## config.mk

```make
export PLATFORM = sky130hd
export DESIGN_NAME = vcve2_vmem_sequencer
export DESIGN_NICKNAME = d
export VERILOG_FILES = /design/src/rtl/vcve2_vmem_sequencer.sv
export SDC_FILE = /design/constraint.sdc
export NUM_CORES = 1
export LEC_CHECK = 0
export BUFFER_PORTS_ARGS = -buffer_cell sky130_fd_sc_hd__buf_4
export CORE_UTILIZATION = 35
export DETAILED_ROUTE_END_ITERATION = 16
export HOLD_SLACK_MARGIN = 0.03
export PLACE_DENSITY_LB_ADDON = 0.08
export SYNTH_ARGS = -nofsm -noshare
export SYNTH_HDL_FRONTEND = slang
export SYNTH_SLANG_ARGS = --single-unit
```

## constraint.sdc

```tcl
create_clock -name clk_i -period 5.56 [get_ports clk_i]
set_input_delay 0.556 -clock clk_i [delete_from_list [all_inputs] [get_ports clk_i]]
set_output_delay 0.556 -clock clk_i [all_outputs]
set_load 0.05 [all_outputs]
```

## src/rtl/vcve2_vmem_sequencer.sv

```systemverilog
// Vector memory sequencer: splits one vector load/store command into a series
// of 32-bit word accesses on an OBI-style request port. It feeds store words
// from the VRF read path and returns load words to the VRF write path.
// Optional feature macro: VCVE2_VMEM_STRIDE_EN. When it is defined, the
// address step is the latched command stride. When it is undefined, the step
// is a fixed +4 (unit stride).
module vcve2_vmem_sequencer #(
  parameter int MAX_WORDS       = 32,
  parameter int MAX_OUTSTANDING = 2,
  localparam int NW             = $clog2(MAX_WORDS + 1)
) (
  input  logic          clk_i,
  input  logic          rst_i,
  input  logic          cmd_valid_i,
  output logic          cmd_ready_o,
  input  logic          cmd_we_i,
  input  logic [31:0]   cmd_addr_i,
  input  logic [31:0]   cmd_stride_i,
  input  logic [NW-1:0] cmd_nwords_i,
  input  logic          st_valid_i,
  output logic          st_ready_o,
  input  logic [31:0]   st_data_i,
  output logic          ld_valid_o,
  output logic [NW-1:0] ld_idx_o,
  output logic [31:0]   ld_data_o,
  output logic          done_o,
  output logic          err_o,
  output logic          data_req_o,
  input  logic          data_gnt_i,
  input  logic          data_rvalid_i,
  output logic          data_we_o,
  output logic [3:0]    data_be_o,
  output logic [31:0]   data_addr_o,
  output logic [31:0]   data_wdata_o,
  input  logic [31:0]   data_rdata_i,
  input  logic          data_err_i
);

  localparam int OW = $clog2(MAX_OUTSTANDING + 1);
  localparam logic [OW-1:0] MAX_OS = OW'(MAX_OUTSTANDING);

  typedef enum logic [1:0] {S_IDLE, S_ISSUE, S_DRAIN, S_DONE} state_e;

  state_e        state_q, state_d;
  logic          we_q, err_q;
  logic [31:0]   addr_q;
  logic [NW-1:0] nwords_q, iss_q, rcv_q;
  logic [OW-1:0] os_q;
  logic          ld_valid_q;
  logic [NW-1:0] ld_idx_q;
  logic [31:0]   ld_data_q;

  logic          accept, req, grant, rv_ok, last_grant;
  logic signed [31:0] addr_step;

  assign accept     = cmd_valid_i && (state_q == S_IDLE);
  // A request is raised only while issuing. It is not raised after an error
  // or while the outstanding window is full. A store also needs a word ready.
  assign req        = (state_q == S_ISSUE) && !err_q && (os_q < MAX_OS) &&
                      (!we_q || st_valid_i);
  assign grant      = req && data_gnt_i;
  // Stray responses, for example ones left over after a reset, are dropped.
  // Dropping them keeps the outstanding counter from underflowing.
  assign rv_ok      = data_rvalid_i && (os_q != '0);
  assign last_grant = grant && (iss_q == nwords_q - 1'b1);

`ifdef VCVE2_VMEM_STRIDE_EN
  logic signed [31:0] stride_q;
  assign addr_step = stride_q;

  // Latch the word-aligned stride with the command
  always_ff @(posedge clk_i) begin
    if (rst_i)       stride_q <= '0;
    else if (accept) stride_q <= {cmd_stride_i[31:2], 2'b00};
  end
`else
  assign addr_step = 32'sd4;
`endif

  // Bits that do not affect behaviour in every build
  logic unused_bits;
  assign unused_bits = ^{cmd_addr_i[1:0], cmd_stride_i};

  // State register
  always_ff @(posedge clk_i) begin
    if (rst_i) state_q <= S_IDLE;
    else       state_q <= state_d;
  end

  // Next-state logic
  always_comb begin
    state_d = state_q;
    case (state_q)
      S_IDLE:  if (accept) state_d = (cmd_nwords_i == '0) ? S_DONE : S_ISSUE;
      S_ISSUE: if (last_grant || err_q) state_d = S_DRAIN;
      S_DRAIN: if (os_q == '0) state_d = S_DONE;
      S_DONE:  state_d = S_IDLE;
      default: state_d = S_IDLE;
    endcase
  end

  // Command latch, address walk, index counters and sticky error
  always_ff @(posedge clk_i) begin
    if (rst_i) begin
      we_q     <= 1'b0;
      err_q    <= 1'b0;
      addr_q   <= '0;
      nwords_q <= '0;
      iss_q    <= '0;
      rcv_q    <= '0;
    end else if (accept) begin
      we_q     <= cmd_we_i;
      err_q    <= 1'b0;
      addr_q   <= {cmd_addr_i[31:2], 2'b00};
      nwords_q <= cmd_nwords_i;
      iss_q    <= '0;
      rcv_q    <= '0;
    end else begin
      if (grant) begin
        addr_q <= addr_q + $unsigned(addr_step);
        iss_q  <= iss_q + 1'b1;
      end
      if (rv_ok) begin
        rcv_q <= rcv_q + 1'b1;
        if (data_err_i) err_q <= 1'b1;
      end
    end
  end

  // Outstanding transaction count. A grant and a response in the same cycle
  // cancel each other out.
  always_ff @(posedge clk_i) begin
    if (rst_i) os_q <= '0;
    else if (grant && !rv_ok) os_q <= os_q + 1'b1;
    else if (!grant && rv_ok) os_q <= os_q - 1'b1;
  end

  // Load return path. It is registered one cycle after the response, and
  // responses that carry an error are not delivered.
  always_ff @(posedge clk_i) begin
    if (rst_i) begin
      ld_valid_q <= 1'b0;
      ld_idx_q   <= '0;
      ld_data_q  <= '0;
    end else begin
      ld_valid_q <= rv_ok && !we_q && !data_err_i;
      if (rv_ok) begin
        ld_idx_q  <= rcv_q;
        ld_data_q <= data_rdata_i;
      end
    end
  end

  assign cmd_ready_o  = (state_q == S_IDLE);
  assign done_o       = (state_q == S_DONE);
  assign err_o        = (state_q == S_DONE) && err_q;
  assign data_req_o   = req;
  assign data_we_o    = we_q;
  assign data_be_o    = req ? 4'b1111 : 4'b0000;
  assign data_addr_o  = addr_q;
  assign data_wdata_o = req ? st_data_i : 32'h0;
  assign st_ready_o   = grant;
  assign ld_valid_o   = ld_valid_q;
  assign ld_idx_o     = ld_idx_q;
  assign ld_data_o    = ld_data_q;

endmodule
```

## After elaboration in Yosys (flattened, before gate mapping)

Index checks and enable logic that the tools add are counted.

| word-level totals | value |
|---|---|
| RAM bits | 0 |
| flip-flop bits (word level) | 95 |
| input port bits | 142 |
| memories kept | 0 |
| word-level logic and storage cells | 65 |
| output and inout port bits | 113 |
| bits in latches | 0 |
| bits in read-only memories | 0 |

| operators by class | value |
|---|---|
| div/mod/pow operators | 0 |
| order comparisons | 1 |
| shift-type cells | 0 |
| eq/ne operators | 7 |
| multipliers | 0 |
| reduce and logical (&&, ||, !) cells | 28 |
| add/subtract/negate cells | 6 |
| muxes and demuxes | 11 |
| bitwise logic cells | 0 |

Operators by type and width:

| cell | count |
|---|---|
| two-way mux 32 bit | 3 |
| adder 32 x 3 -> 32 bit, second input constant | 1 |
| adder 6 x 1 -> 6 bit, second input constant | 2 |
| logical AND 1 bit | 12 |
| two-way mux 2 bit | 6 |
| one-hot mux 2 bit (4 select lines) | 1 |
| == test 6 bit | 1 |
| logical NOT 6 bit | 1 |
| nonzero test 2 bit | 3 |
| subtractor 6 x 1 -> 6 bit, second input constant | 1 |
| logical NOT 1 bit | 5 |
| == test 2 bit, second input constant | 2 |
| logical NOT 2 bit | 2 |
| two-way mux 4 bit | 1 |
| != test 2 x 1 -> 1 bit, second input constant | 2 |
| AND reduction 3 bit | 1 |
| adder 2 x 1 -> 2 bit, second input constant | 1 |
| == test 2 x 1 -> 1 bit, second input constant | 1 |
| logical OR 1 bit | 2 |
| < comparator 2 bit, second input constant | 1 |
| != test 2 bit, second input constant | 1 |
| AND reduction 2 bit | 1 |
| OR reduction 2 bit | 1 |
| subtractor 2 x 1 -> 2 bit, second input constant | 1 |

## Logic depth before layout (Yosys ltp)

Gate-level depths: netlist (run 1).

| logic depth | value |
|---|---|
| depth in word-level cells | 9 |
| mapped depth | 10 |

## Worst setup path before layout (run 1)

Ideal clock, no wire load.

| path | value |
|---|---|
| path type | input port to output port |
| start | input port st_valid_i |
| end | output port data_wdata_o[22] |
| setup slack | 2.688 ns |
| buffers on the path | 1 |
| data arrival time | 2.316 ns |
| stages | 4 |
| path through | nand2b_1 nor3b_1 clkbuf_1 and2_1 |

| on the way | value |
|---|---|
| cells in the longest elaborated chain, start to end | 3 |

Ends and longest elaborated chain:

| what | RTL line | source |
|---|---|---|
| from (decl) | 20 | `input logic st_valid_i,` |
| logical OR 1 bit | 60 | `(!we_q \|\| st_valid_i);` |
| logical AND 1 bit | 59 | `assign req = (state_q == S_ISSUE) && !err_q && (os_q < MAX_OS) &&` |
| net data_req_o | 28 | `output logic data_req_o,` |
| two-way mux 32 bit | 161 | `assign data_wdata_o = req ? st_data_i : 32'h0;` |
| to (decl) | 34 | `output logic [31:0] data_wdata_o,` |

The timed path passes the listed nets, and every way through them passes these cells.

## Worst setup path in the final report (run 1)

| path | value |
|---|---|
| start | register os_q[1] |
| end | register os_q[1] |

| on the way | value |
|---|---|
| cells in the longest elaborated chain, start to end | 7 |
| elaborated cells on any way between the ends | 15 |
| classes of those cells | add/sub: 2; order compare: 1; mux: 2; reduce/logical: 10 |

Ends and longest elaborated chain:

| what | RTL line | source |
|---|---|---|
| from (decl) | 48 | `logic [OW-1:0] os_q;` |
| from (signal assigned) | 134 | `else if (grant && !rv_ok) os_q <= os_q + 1'b1;` |
| from (signal assigned) | 135 | `else if (!grant && rv_ok) os_q <= os_q - 1'b1;` |
| < comparator 2 bit | 59 |  |
| logical AND 1 bit (2 in a row) | 59 |  |
| logical AND 1 bit | 61 | `assign grant = req && data_gnt_i;` |
| logical NOT 1 bit | 135 |  |
| logical AND 1 bit | 135 |  |
| nonzero test 2 bit (no source line) | -- |  |

Parallel ways exist; a longest one is shown, timed or not. The select of a mux whose other input is x is not followed.
A chain may end at the register's enable or synchronous reset.

==> results_dict.tcl, run 1 <==
set metrics [dict create \
    leakage_nw 2.75 \
    diodes 0 \
    criticalPathCategory "flip-flop to flip-flop" \
    cp_num_buf_inv 2 \
    r2r-start "os_q[1]" \
    crit_arrival_ns 2.99 \
    core_area_sq_um 12600 \
    max_stage_delay_ns 0.90 \
    nNetsFinal 911 \
    synth_top_cell_by_area "dfxtp_1" \
    clock.fmax_mhz 366 \
    clkTransAtPathRegs_ns 0.06 \
    vias 4502 \
    grt_max_degree 80 \
    crit_chain "o21a_1 > buf_4 > inv_1 > ha_1 > or3_1 > a21oi_1" \
    dpl_worst_slack_ns 2.54 \
    cap_violations 0 \
    clockBufferDepth 2 \
    wl_per_cell_um 13.3 \
    wl_met2_um 6110 \
    ir_worst_vdd_mv 0.299 \
    routed-wl-met3_um 896 \
    relSlewSlack_pct 22.5 \
    finalSetupTns_ns 0 \
    yosysSeqAreaShare_pct 41.2 \
    p_int_w 0.00166 \
    grt_overflow 0 \
    syn_to_final_growth_pct 43.9 \
    cts_root_buf "clkbuf_16" \
    finalSetupViolCount 0 \
    first_iter_violations 195 \
    ys_types 46 \
    cts_resized 0 \
    grt_pass1_wl_um 20000 \
    rows 41 \
    holdPathEnd "ld_valid_o" \
    crit_required_ns 5.82 \
    dr.pass1.iters 4 \
    grt_pass1_vias 4175 \
    drt-met1-wl_um 5340 \
    pwr-share-seq_pct 29.3 \
    cpMaxStageDelayCell "inv_1" \
    hpwlAfterDp_um 9130 \
    cts_tree "done" \
    yosys_warnings 0 \
    power_frac_clock_pct 17.9 \
    endpoint_kind "flip-flop" \
    post_route_cells_drive_above_1_share_pct 31.6 \
    drtAntennaViolNets 0 \
    hold_viol 0 \
    final.period_utilization_pct 49.2 \
    cp_top_family "buffers and inverters" \
    rsz0062_at_grt "no" \
    reg2reg_slack_ns 2.83 \
    die_h_um 116 \
    reg2reg_depth 6 \
    fin_worst_skew_ns 0.00646 \
    synth_area_leaders "dfxtp_1, nand2_1, a21oi_1, and2_1, a211oi_1" \
    wirelength_um 12500 \
    worst_setup_path_start_kind "flip-flop" \
    worst-path-max-fanout 45 \
    synth_ff_type "dfxtp_1" \
    hp-class "input port to flip-flop" \
    hold_depth 2 \
    setup_slack_ns 2.83 \
    cts_num_sinks 93 \
    pwr_density_cell_nw_per_um2 492 \
    status "finished, final reports clean" \
    place.gp.congestion 0.809 \
    globalRouteTotalUtil_pct 18.9 \
    vias_per_cell 4.80 \
    syn_area_per_cell_sq_um 8.00 \
    hold_buffers 0 \
    regToRegEndpoint "os_q[1]" \
    cts_max_level 3 \
    highest_layer "met4" \
    drcViolationCount 0 \
    p_sw_share_pct 48.3 \
    postCtsSetupBuffers 0 \
    start_util_pct 35.8 \
    antenna_found_initial 0 \
    cts_buffers 9 \
    die_x_um 116 \
    async_flop_share_pct 0 \
    synth-seq-cells 93 \
    clkLatencyLatePin_ns 0.34 \
    drv_slew 0 \
    pwr-share-comb_pct 52.8 \
    synth_edf_count 0 \
    synth_top_cell_area_share_pct 41.2 \
    min_period_ns 2.73 \
    fin_util_pct 51.5 \
    hold_start "data_err_i" \
    worst_pin_slew_ns 1.16 \
    syn_area_sq_um 4520 \
    die-area_sq_um 13400 \
    synthCells 565 \
    pin_count 255 \
    io_buffers 218 \
    net-switching-power_w 0.00154 \
]
layout make-up:
cell class,instances,area (sq um)
Fill cell,1234,6120
Multi-Input combinational cell,424,2440
Sequential cell,93,1860
Timing Repair Buffer,221,1660
Clock buffer,13,260
Tap cell,172,215
Inverter,11,41.3
Clock inverter,3,20.0
registers in the layout, indices dropped and copies added (netlist names), 2 cells and up:
register     count
data_addr_o     30
ld_idx_o         6
os_q             2
nwords_q         6
rcv_q            6
ld_data_o       32
state_q          2
iss_q            6
layer usage:
metal / vias to the layer above / global-route usage [%]
li1: 2307 / -
met4: 0 / 5.90
met2: 142 / 32.5
met3: 11 / 4.97
met5: - / 0
met1: 2042 / 23.1
power by group through the flow:
stage | Sequential, W | Combinational (W) | Clock (W)
after floorplan | 0.00130 | 0.000876 | 0
after global routing | 0.000962 | 0.00181 | 0.000620
final | 0.000939 | 0.00169 | 0.000573
after global placement | 0.000948 | 0.00169 | 0
after detailed placement | 0.000952 | 0.00170 | 0
after CTS | 0.000938 | 0.00170 | 0.000595
placed cells by master, fill, tap and decap left out, types with 10 or more instances in the layout:
master    Yosys  routed
nor2_1       47      47
buf_4         6     221
and2_1       38      38
xnor2_1      20      20
dfxtp_1      93      93
nor4_1       10      10
a21oi_1      50      50
nand2_1     115     114
xor2_1       18      18
a211oi_1     24      24
inv_1        11      11
nand3_1      12      12
cells in the mapped netlist, drive strengths merged, types with 6 or more instances:
cell type / instances
a211oi: 24
a21oi: 50
and2: 38
and4: 7
buf: 11
clkbuf: 27
dfxtp: 93
ha: 9
inv: 11
nand2: 115
nand3: 12
nand4: 9
nor2: 47
nor3: 9
nor4: 10
o21ai: 6
or3: 6
xnor2: 20
xor2: 18
worst max-delay path by stage:
stage	from	end	slack, ns	cells past startpoint
finish	os_q[1]	os_q[1]	2.83	6
global route	os_q[1]	os_q[1]	2.49	7
floorplan	st_valid_i	data_wdata_o[22]	2.69	4
detailed placement	data_rvalid_i	os_q[1]	2.54	7
global placement	data_rvalid_i	os_q[1]	2.56	7
CTS	os_q[1]	os_q[1]	2.76	6
stage by stage:
| stage | hold WS [ns] | cells | instance area (sq um) | power (W) |
|---|---|---|---|---|
| after floorplan | 0.444 | 566 | 4520 | 0.00217 |
| after global placement | 0.442 | 921 | 6220 | 0.00264 |
| after detailed placement | 0.448 | 921 | 6220 | 0.00265 |
| after CTS | 0.386 | 937 | 6500 | 0.00324 |
| after global routing | 0.397 | 937 | 6500 | 0.00339 |
| final | 0.401 | 937 | 6500 | 0.00320 |
cells by family after synthesis:
kind of cell	after synthesis	synth area share [%]
other cells	1	0.0830
simple gates	271	28.8
compound gates	103	14.8
fa+ha+maj	9	2.49
mux	1	0.221
flops	93	41.2
buf+inv	49	4.96
xor+xnor	38	7.36
(Power assumes the default switching activity.)
==> run 2: changes to the inputs <==
==> constraint.sdc (replaced) <==
create_clock -name clk_i -period 2.4 [get_ports clk_i]
set_input_delay 0.24 -clock clk_i [delete_from_list [all_inputs] [get_ports clk_i]]
set_output_delay 0.24 -clock clk_i [all_outputs]
set_load 0.05 [all_outputs]
==> results_dict.tcl, run 2 (synthesis gave the netlist of run 1 again) <==
set metrics [dict create \
    dp_cells 931 \
    drtAntennaViolNets 0 \
    cts_root_buf "clkbuf_16" \
    die_x_um 116 \
    pwr-share-seq_pct 28.8 \
    largest_reg_flops 32 \
    hp-class "input port to flip-flop" \
    cp_num_buf_inv 3 \
    finalSetupViolCount 0 \
    endpoint "data_wdata_o[0]" \
    pin_count 255 \
    ir_worst_vdd_mv 0.548 \
    p_int_w 0.00388 \
    core_area_sq_um 12600 \
    final.period_utilization_pct 95.4 \
    clockBufferDepth 2 \
    cts_max_level 3 \
    final_cell_mix "buf_4, nand2_1, dfxtp_1" \
    globalRouteTotalUtil_pct 19.6 \
    clkLatencyLatePin_ns 0.34 \
    reg2reg_slack_ns 0.14 \
    grt_pass1_vias 4135 \
    leakage_nw 2.80 \
    cts_num_sinks 93 \
    final_common_cell "buf_4" \
    grt_pass1_wl_um 20400 \
    vias_per_cell 4.89 \
    relSlewSlack_pct 66.3 \
    crit_arrival_ns 2.05 \
    r2r-start "nwords_q[0]" \
    grt_overflow 0 \
    vias 4630 \
    cts_tree "done" \
    place.gp.congestion 0.737 \
    wl_per_cell_um 14.2 \
    io_buffers 218 \
    worst_pin_slew_ns 0.506 \
    crit_top_cell "buf_4" \
    syn_to_final_growth_pct 45.8 \
    drcViolationCount 0 \
    post_route_cells_drive_above_1_share_pct 32.8 \
    cpMaxStageDelayCell "dfxtp_1" \
    reg2reg_depth 5 \
    drv_slew 0 \
    start_util_pct 35.8 \
    diodes 0 \
    cp_top_family "buffers and inverters" \
    clkTransAtPathRegs_ns 0.07 \
    clock.fmax_mhz 437 \
    net-switching-power_w 0.00370 \
    pwr-share-comb_pct 52.8 \
    criticalPathCategory "flip-flop to output port" \
    fin_worst_skew_ns 0.00569 \
    nNetsFinal 921 \
    cts_buffers 9 \
    grtUsageMet3_pct 4.24 \
    die_h_um 116 \
    dr.pass1.iters 6 \
    regToRegEndpoint "state_q[1]" \
    met1_usage_pct 24.2 \
    fin_util_pct 52.2 \
    fill_cells 1247 \
    crit_chain "inv_1 > ha_1 > nand2b_1 > nor3b_2 > buf_4 > and2_1 > buf_4" \
    antenna_found_initial 0 \
    status "finished, final reports clean" \
    hpwlAfterDp_um 10000 \
    path_depth 7 \
    cts_resized 0 \
    postCtsSetupBuffers 0 \
    max_stage_delay_ns 0.36 \
    worst-path-max-fanout 37 \
    rsz0062_at_grt "yes" \
    grt_max_degree 47 \
    rows 41 \
    hold_viol 0 \
    busiest_layer "met2" \
    p_sw_share_pct 48.8 \
    final_cells 947 \
    cap_violations 0 \
    worst_setup_path_start_kind "flip-flop" \
    endpoint_kind "output port" \
    crit_required_ns 2.16 \
    first_iter_violations 136 \
    grt_use_met2_pct 34.4 \
    power_frac_clock_pct 18.4 \
    wirelength_um 13400 \
    total_power_w 0.00757 \
    min_period_ns 2.29 \
    die-area_sq_um 13400 \
    cp-startpoint "state_q[1]" \
    pwr_density_cell_nw_per_um2 1150 \
]
==> run 2: cell types whose count changed in the layout (fill, tap and decap cells not counted), sizes merged <==
cell / change
buf: +10
clkinv: +1
clkinvlp: -1
clkbuf: -3
inv: +3
==> run 2: timing repair <==
action,CTS,global route
endpoints found under the hold margin,0,0
endpoints found under the setup margin,0,1
hold buffers,0,0
==> run 2: through the flow <==
stage | area (sq um) | hold WS [ns] | setup WS (ns) | setup TNS [ns]
after detailed placement | 6300 | 0.430 | 0.144 | 0
after global placement | 6300 | 0.431 | 0.206 | 0
final | 6590 | 0.0733 | 0.111 | 0
after CTS | 6590 | 0.0571 | 0.107 | 0
after global routing | 6590 | 0.0645 | -0.00270 | -0.00270
after floorplan | 4530 | 0.319 | 0.0355 | 0
==> run 2: area by class of cell <==
type                            count  area [sq um]  area share, %
Multi-Input combinational cell    424          2440           37.1
Inverter                           11          41.3          0.627
Sequential cell                    93          1860           28.3
Tap cell                          172           215           3.27
Clock buffer                       10           239           3.63
Clock inverter                      6          53.8          0.816
Timing Repair Buffer              231          1730           26.3
==> run 2: worst min-delay path by stage <==
stage	to	depth (start not counted)	slack, ns	start
final	ld_valid_o	2	0.07	data_err_i
after global routing	ld_valid_o	2	0.06	data_err_i
after CTS	ld_valid_o	2	0.06	data_err_i
after detailed placement	ld_valid_o	2	0.43	data_err_i
after global placement	ld_valid_o	2	0.43	data_err_i
after floorplan	ld_valid_o	1	0.32	data_err_i
==> run 2: per-layer routing <==
metal	share of wire, %	wire [um]
met3	6.6	880
met2	49	6580
met5	0	0
met1	44	5870
met4	0.80	107
==> run 2: worst reg2reg max path, stage by stage (launching register included) <==
cell	delay, ns
dfxtp_1	0.35
or4_1	0.55
or3_4	0.35
a2111oi_4	0.40
a211oi_1	0.15
a2111oi_2	0.35
==> run 2: power by group through the flow <==
stage,combinational (W),clock (W),sequential [W]
final,0.00400,0.00140,0.00218
after global routing,0.00426,0.00150,0.00223
after CTS,0.00403,0.00143,0.00217
after detailed placement,0.00402,0,0.00220
after global placement,0.00398,0,0.00219
after floorplan,0.00203,0,0.00300
==> run 3: changes to the inputs <==
--- a/config.mk
+++ b/config.mk
@@ -5,6 +5,7 @@
 export SDC_FILE = /design/constraint.sdc
 export NUM_CORES = 1
 export LEC_CHECK = 0
+export ABC_AREA = 1
 export BUFFER_PORTS_ARGS = -buffer_cell sky130_fd_sc_hd__buf_4
 export CORE_UTILIZATION = 35
 export DETAILED_ROUTE_END_ITERATION = 16
==> results_dict.tcl, run 3 <==
set metrics [dict create \
    status "finished, final reports clean" \
    leakage_nw 3.35 \
    drtAntennaViolNets 0 \
    nNetsFinal 1143 \
    rsz0062_at_grt "no" \
    ys_types 42 \
    die-area_sq_um 15100 \
    wirelength_um 16100 \
    vias 5589 \
    wl_met2_um 7750 \
    reg2reg_depth 9 \
    grt_pass1_wl_um 24700 \
    grt_overflow 0 \
    pin_count 255 \
    yosysSeqAreaShare_pct 36.5 \
    finalSetupViolCount 0 \
    rows 43 \
    hold_viol 0 \
    synthCells 791 \
    globalRouteTotalUtil_pct 21.3 \
    pwr_density_cell_nw_per_um2 1160 \
    crit_required_ns 2.16 \
    cts_buffers 9 \
    fin_util_pct 51.0 \
    synth_area_leaders "dfxtp_1, nor2_1, nand2_1, inv_1, o21ai_0" \
    final_cell_mix "buf_4, nor2_1, nand2_1" \
    syn_to_final_growth_pct 40.3 \
    synth_top_cell_by_area "dfxtp_1" \
    endpoint_kind "output port" \
    crit_chain "inv_1 > ha_1 > inv_1 > nor2_4 > nand3_4 > buf_4 > inv_1 > buf_4" \
    grt_max_degree 54 \
    synth_top_cell_area_share_pct 36.5 \
    fin_worst_skew_ns 0.00692 \
    synth_top_family_by_area "simple AND/OR/NAND/NOR gates" \
    crit_top_cell "inv_1" \
    syn_area_sq_um 5100 \
    post_route_cells_drive_above_1_share_pct 27.2 \
    cts_resized 0 \
    largest_reg_flops 32 \
    postCtsSetupBuffers 0 \
    drt-met1-wl_um 6740 \
    dpl_worst_slack_ns 0.378 \
    syn_area_per_cell_sq_um 6.45 \
    highest_layer "met4" \
    crit_arrival_ns 1.91 \
    clock.fmax_mhz 465 \
    cts_tree "done" \
    synthAdderAreaFrac_pct 2.21 \
    async_flop_share_pct 0 \
    place.gp.congestion 0.836 \
    diodes 0 \
    start_util_pct 36.3 \
    reg2reg_slack_ns 0.38 \
    cts_num_sinks 93 \
    yosysMostFrequentCell "nor2_1" \
    vias_per_cell 4.75 \
    hpwlAfterDp_um 12000 \
    ir_worst_vdd_mv 0.580 \
    yosys_warnings 0 \
    timing.hold.ws_ns 0.0771 \
    hold_start "data_err_i" \
    antenna_found_initial 0 \
    synth-seq-cells 93 \
    cap_violations 0 \
    cpMaxStageDelayCell "dfxtp_1" \
    synth-simple-area-share_pct 36.0 \
    final_common_cell "buf_4" \
    first_iter_violations 239 \
    cts_max_level 3 \
    holdPathEnd "ld_valid_o" \
    min_period_ns 2.15 \
    synth_ff_type "dfxtp_1" \
    clockBufferDepth 2 \
    dr.pass1.iters 4 \
    criticalPathCategory "flip-flop to output port" \
    die_h_um 123 \
    drcViolationCount 0 \
    routed-wl-met3_um 1420 \
    max_stage_delay_ns 0.37 \
    worst-path-max-fanout 33 \
    core_area_sq_um 14000 \
    total_power_w 0.00828 \
    r2r-start "state_q[0]" \
    synthTopCellsByCount "nor2_1, nand2_1, dfxtp_1" \
    cts_root_buf "clkbuf_16" \
    synth_xor_area_share_pct 1.20 \
    grt_pass1_vias 4984 \
    synth_compound_area_share_pct 13.8 \
    clkLatencyLatePin_ns 0.36 \
    setup_slack_ns 0.252 \
    final.period_utilization_pct 89.5 \
    clkTransAtPathRegs_ns 0.07 \
    io_buffers 218 \
    hp-class "input port to flip-flop" \
    synth.area.mux_share_pct 0 \
    die_x_um 123 \
    worst_setup_path_start_kind "flip-flop" \
    finalSetupTns_ns 0 \
    fill_cells 1472 \
    drv_slew 0 \
    regToRegEndpoint "data_addr_o[15]" \
    hold_depth 2 \
    wl_per_cell_um 13.7 \
    hold_buffers 0 \
    synth_edf_count 0 \
]
[run 3: cell types whose count changed after synthesis, sizes merged, moves of 8 or more]
cell	before	now
xnor2	20	2
nand2	115	144
xor2	18	5
nor2	47	197
inv	11	89
and2	38	0
nand3b	0	8
a211oi	24	4
nand3	12	42
nor4	10	2
o21ai	6	66
[run 3: worst max-delay path by stage]
stage	cells past startpoint	end	slack (ns)	startpoint
floorplan	9	os_q[1]	0.26	data_we_o
global placement	9	data_addr_o[15]	0.42	state_q[0]
detailed placement	9	data_addr_o[15]	0.38	state_q[0]
CTS	8	data_be_o[2]	0.22	state_q[1]
global route	8	data_be_o[2]	0.07	state_q[1]
finish	8	data_be_o[2]	0.25	state_q[1]
[run 3: through the flow]
stage               instances  instance area, sq um
floorplan                 792                  5110
global placement         1161                  6870
detailed placement       1161                  6870
CTS                      1177                  7160
global route             1177                  7160
finish                   1177                  7160
[run 3: cell families after synthesis]
family	Yosys count
other	1
XOR/XNOR	7
buffers and inverters	129
flip-flops	93
adder cells (fa/ha/maj)	9
AND/OR/NAND/NOR	421
AO/OA/AOI/OAI	131
[run 3: worst max-delay path: cells and delay by family (launching register included)]
family	cells	cell delay, ns
adder cells (fa/ha/maj)	1	0.17
AND/OR/NAND/NOR	2	0.14
buffers and inverters	5	0.85
flip-flops	1	0.37
[run 3: area by class of cell]
cell class                 instances  area, sq um  area share, %
inverter                          90          338           4.72
multi-input combinational        570         2720           38.0
clock inverter                     3         26.3          0.367
sequential                        93         1860           26.0
clock buffer                      13          260           3.64
timing repair buffer             228         1720           24.1
tap                              180          225           3.15
[run 3: power by group]
part           switching [W]  internal, W
sequential          0.000371      0.00193
clock               0.000631     0.000770
combinational        0.00321      0.00137
[run 3: routing by layer]
layer	global-route usage, %	vias to the layer above
met5	0	-
met2	36.3	193
met1	25.9	2471
met3	6.78	17
met4	5.03	0
li1	-	2908
